`src/rtl/fetch_sequencer.sv`:
```
`default_nettype none
// ============================================================================
//  Module   : fetch_sequencer
//  Purpose  : Owns the PC, addresses the async-read InstructionMemory and
//             captures each word into a one-entry IF/ID buffer with a
//             valid/ready handshake. Handles start/restart, redirect with
//             flush, halt on HALT_WORD and an out-of-range fetch fault.
//  Revision : 1.0  initial release
// ============================================================================
module fetch_sequencer #(
  parameter int                 ADDR_W    = 16,
  parameter int                 INSTR_W   = 16,
  parameter int                 MEM_DEPTH = 1024,
  parameter logic [INSTR_W-1:0] HALT_WORD = 16'hFFFF,
  parameter logic [ADDR_W-1:0]  RESET_PC  = 16'h0000
) (
  input  logic               clk,
  input  logic               reset,
  input  logic               start,
  output logic [ADDR_W-1:0]  imem_addr,
  input  logic [INSTR_W-1:0] imem_instr,
  input  logic               redirect_valid,
  input  logic [ADDR_W-1:0]  redirect_pc,
  output logic               if_valid,
  input  logic               if_ready,
  output logic [INSTR_W-1:0] if_instr,
  output logic [ADDR_W-1:0]  if_pc,
  output logic               busy,
  output logic               halted,
  output logic               fault,
  output logic [15:0]        fetch_count
);

  typedef enum logic [1:0] {
    S_IDLE  = 2'd0,
    S_FETCH = 2'd1,
    S_HALT  = 2'd2,
    S_FAULT = 2'd3
  } state_t;

  // One extra bit so MEM_DEPTH == 2**ADDR_W still compares correctly.
  localparam logic [ADDR_W:0] DEPTH_LIMIT = (ADDR_W+1)'(MEM_DEPTH);

  state_t            state;
  logic [ADDR_W-1:0] pc;
  logic              accept;
  logic              pc_out_of_range;

  // Buffer can take a new word when empty or being drained this cycle.
  assign accept          = !if_valid || if_ready;
  assign pc_out_of_range = {1'b0, pc} >= DEPTH_LIMIT;
  assign imem_addr       = pc;
  assign busy            = (state == S_FETCH);

  // Fetch state machine with registered IF/ID buffer and status outputs.
  always_ff @(posedge clk) begin
    if (reset) begin
      state       <= S_IDLE;
      pc          <= RESET_PC;
      if_valid    <= 1'b0;
      if_instr    <= '0;
      if_pc       <= '0;
      halted      <= 1'b0;
      fault       <= 1'b0;
      fetch_count <= '0;
    end else begin
      case (state)
        S_IDLE: begin
          if (start) begin
            state <= S_FETCH;
          end
        end

        S_FETCH: begin
          if (redirect_valid) begin
            // Flush the buffer and spend one bubble cycle reloading the PC.
            pc       <= redirect_pc;
            if_valid <= 1'b0;
          end else if (accept) begin
            if (pc_out_of_range) begin
              state    <= S_FAULT;
              fault    <= 1'b1;
              if_valid <= 1'b0;
            end else if (imem_instr == HALT_WORD) begin
              // Halt word is never handed to decode; pc stays on it.
              state    <= S_HALT;
              halted   <= 1'b1;
              if_valid <= 1'b0;
            end else begin
              if_instr <= imem_instr;
              if_pc    <= pc;
              if_valid <= 1'b1;
              pc       <= pc + ADDR_W'(1);
              if (fetch_count != 16'hFFFF) begin
                fetch_count <= fetch_count + 16'd1;
              end
            end
          end
        end

        S_HALT, S_FAULT: begin
          if (start) begin
            state       <= S_FETCH;
            pc          <= RESET_PC;
            halted      <= 1'b0;
            fault       <= 1'b0;
            fetch_count <= '0;
            if_valid    <= 1'b0;
          end else if (if_valid && if_ready) begin
            if_valid <= 1'b0;
          end
        end

        default: begin
          state <= S_IDLE;
        end
      endcase
    end
  end

endmodule
`default_nettype wire
```
`config.mk`:
```
export PLATFORM = sky130hd
export DESIGN_NAME = fetch_sequencer
export DESIGN_NICKNAME = d
export VERILOG_FILES = /design/src/rtl/fetch_sequencer.sv
export SDC_FILE = /design/constraint.sdc
export NUM_CORES = 1
export LEC_CHECK = 0
export ABC_AREA = 1
export CORE_MARGIN = 2
export CORE_UTILIZATION = 48
export DETAILED_ROUTE_END_ITERATION = 6
export GPL_TIMING_DRIVEN = 0
export HOLD_SLACK_MARGIN = 0.05
export PLACE_DENSITY = 0.77
export SLEW_MARGIN = 40
export SYNTH_ARGS = -nofsm -noshare
export SYNTH_HDL_FRONTEND = slang
export SYNTH_SLANG_ARGS = --single-unit
```
`constraint.sdc`:
```
create_clock -name clk -period 1.8 [get_ports clk]
set_clock_uncertainty 0.05 [all_clocks]
set_input_delay 0.18 -clock clk [delete_from_list [all_inputs] [get_ports clk]]
set_output_delay 0.18 -clock clk [all_outputs]
set_load 0.005 [all_outputs]
```
==> results.py <==
metrics = {
    "setup_path": {
        "rr_endpoint": "if_pc[8]",
        "r2r-start": "imem_addr[12]",
        "reg2reg_depth": 7,
        "crit_top_cell": "buf_6",
        "required_ns": 2.01,
        "crit_type": "flop to flop",
        "critPathLaunchType": "flop",
        "crit_chain": "nor2_1 > nand4_1 > buf_4 > or3_1 > buf_6 > buf_6 > a21oi_1",
        "critPathCaptureType": "flop",
        "cp_max_fo": 10,
        "max_stage_delay_ns": 0.38,
        "reg2reg_slack_ns": 0.11,
        "critPathArrivalTime_ns": 1.90,
        "crit_path_top_delay_cell": "dfxtp_1",
    },
    "clock_tree": {
        "htree_levels": 3,
        "cts_tree": "yes",
        "cts.sinks": 69,
        "clockBufferDepth": 2,
        "clk_pin_slew_ns": 0.07,
        "worstSkewPairLatency_ns": 0.34,
        "cts_hold_buf": 0,
        "numCtsBuffers": 9,
        "cts-root-buf": "clkbuf_8",
    },
    "global_route": {
        "antenna_found_initial": 0,
        "grt_use_met3_pct": 4.23,
        "grt_max_degree": 13,
        "grt.total_usage_pct": 24.7,
        "first_global_vias": 3573,
        "grt_overflow": 0,
        "grt_pass1_wl_mm": 17.0,
        "busiest_layer": "met2",
        "grt_use_met1_pct": 33.8,
        "met2_usage_pct": 40.7,
    },
    "outcome": {
        "outcome": "complete, no violations",
    },
    "synth": {
        "synth_compound_area_share_pct": 14.5,
        "syn_inst": 574,
        "yosysWarnings": 0,
        "synth-seq-cells": 69,
        "synth.avg_cell_area_um2": 6.35,
        "synth_cell_types": 29,
        "syn_area_um2": 3640,
        "synth_top_cell_by_area": "dfxtp_1",
        "async_flop_share_pct": 0,
        "synth-adder-area-share_pct": 1.03,
        "synth.area.mux_share_pct": 0,
        "synth_area_leaders": "dfxtp_1 38%, nand2_1 15%, inv_1 7.7%, a21oi_1 7.4%, nor2_1 7.1%",
        "synth_seq_area_share_pct": 37.9,
        "synthFlopType": "dfxtp_1",
        "synth_edf_count": 0,
        "synth_simple_gate_area_share_pct": 33.6,
        "synth_top_area_share_pct": 37.9,
        "synth_xor_area_share_pct": 1.68,
        "syn-num-nets": 614,
        "synth_top_family_by_area": "simple AND/OR/NAND/NOR gates",
    },
    "cells_and_area": {
        "fin_cells": 803,
        "final_cell_mix": "138 x nand2_1, 103 x clkdlybuf4s50_1, 75 x inv_1",
        "drive_gt1_share_pct": 10.7,
        "num_antenna_cells": 0,
        "area_delta_synth_final_pct": 44.0,
        "final_nets": 739,
        "final_common_cell": "nand2_1",
    },
    "timing": {
        "layout_min_cycle_time_ns": 1.69,
        "finalHoldViolations": 0,
        "drv_slew": 0,
        "tightestPinTransition_ns": 0.533,
        "period_share_pct": 93.7,
        "layout_setup_ws_ns": 0.114,
        "max_slew_margin_pct": 64.4,
        "timing.fmax_mhz": 593,
        "finalSetupViolCount": 0,
    },
    "hold_path": {
        "hold_path_depth": 2,
        "hold_path.class": "flop to flop",
        "worstHoldEndpoint": "if_instr[15]",
        "hold_start": "if_instr[15]",
    },
    "pwr": {
        "p_comb_share_pct": 27.7,
        "p_leak_uw": 0.00207,
        "p_int_uw": 3260,
        "swShare_pct": 29.9,
        "clock_power_share_pct": 32.2,
        "seqPwrFrac_pct": 40.1,
        "ir_worst_vdd_mv": 0.498,
        "p_sw_uw": 1390,
        "p_per_area_nw_per_um2": 886,
    },
    "die": {
        "start_util_pct": 49.9,
        "die_x_um": 91.1,
        "rows": 31,
        "ioPinCount": 105,
        "dieArea_um2": 8300,
        "fp.coreArea_um2": 7290,
        "die_h_um": 91.1,
    },
    "detailed_routing": {
        "vias_per_cell": 5.10,
        "detail_route.wl_per_cell_um": 13.2,
        "drc": 0,
        "drtIter0Drc": 181,
        "totalWireLength_mm": 10.6,
        "vias": 4095,
        "dr.pass1.iters": 5,
        "detail-route-antenna-nets": 0,
    },
    "flow_run": {
        "max_cap_violations": 0,
    },
    "place": {
        "gp_congestion": 0.945,
        "dp.cells": 777,
        "place_ws_ns": -0.497,
        "portBuffers": 104,
        "dp_hpwl_mm": 7.82,
    },
}
==> synth_stat cells, types with 2 or more instances <==
cell type	instances
nand2_1	144
inv_1	75
dfxtp_1	69
nor2_1	69
a21oi_1	54
nand3_1	50
o21ai_0	44
clkbuf_1	15
nand4_1	12
nor3_1	4
xor2_1	4
buf_6	3
ha_1	3
nand2_2	3
o21ai_1	3
or2_2	3
xnor2_1	3
buf_2	2
buf_4	2
inv_2	2
nor2_2	2
==> power groups by stage <==
stage	logic, uW	registers, uW	clock network [uW]
after floorplan	598	1870	0
after global placement	1140	1880	0
after detailed placement	1170	1880	0
after CTS	1190	1850	1510
after global routing	1420	1890	1580
final	1290	1860	1500
==> repair_timing <==
item | 4_1_cts | 5_1_grt
resized for setup | 15 | 41
cloned | 0 | 1
pin swaps | 3 | 7
setup endpoints to repair | 31 | 61
buffers inserted | 3 | 6
==> state kept, by name, indices dropped and copies added (netlist names) <==
register and count:
imem_addr 16, state 2, fault 1, halted 1, if_valid 1, fetch_count 16
if_pc 16, if_instr 16
==> layout make-up <==
class / instances / area (um2)
timing repair buffer: 114 / 1120
buffer: 22 / 133
clock inverter: 6 / 111
sequential: 69 / 1400
clock buffer: 10 / 128
tap: 99 / 124
multi-input combinational: 404 / 1940
inverter: 79 / 300
fill: 650 / 2050
==> how the worst max path moves through the flow <==
| stage | to | slack (ns) | startpoint | cells after the start |
|---|---|---|---|---|
| finish | if_pc[8] | 0.11 | imem_addr[12] | 7 |
| global route | fetch_count[1] | -0.004 | fetch_count[0] | 12 |
| CTS | fetch_count[12] | 0.002 | fetch_count[0] | 12 |
| detailed placement | imem_addr[15] | -0.50 | imem_instr[3] | 10 |
| global placement | imem_addr[12] | -0.43 | imem_instr[11] | 10 |
| floorplan | fetch_count[2] | 0.05 | fetch_count[0] | 13 |
==> routing by layer <==
| layer | part of all wire (%) | vias to the layer above |
|---|---|---|
| li1 | - | 2075 |
| met1 | 46 | 1869 |
| met3 | 5.5 | 10 |
| met2 | 48 | 141 |
| met4 | 0.86 | 0 |
| met5 | 0 | - |
==> cells by family after synthesis <==
logic type | count (synthesis)
and+or+nand+nor | 290
AOI/OAI and AO/OA | 104
buffers and inverters | 101
DFF | 69
xor gates and xnor gates | 7
adders and majority gates | 3
==> critical path: cells and delay by family, from the launching register on <==
kind | cells | cell delay, ns
simple gates | 3 | 0.60
compound gates | 1 | 0.13
flops | 1 | 0.38
buf+inv | 3 | 0.46
==> metrics by stage <==
stage                     instance area (um2)  setup TNS (ns)  utilization (%)  power (uW)  hold slack, ns
after floorplan                          3640               0                -        2470           0.199
after global placement                   4810          -12.79             65.9        3020           0.385
after detailed placement                 4810          -14.81             65.9        3060           0.390
after CTS                                5100               0             70.0        4550           0.400
after global routing                     5250        -0.00635             71.9        4890           0.418
final                                    5250               0             71.9        4650           0.397
(Power assumes the default switching activity.)
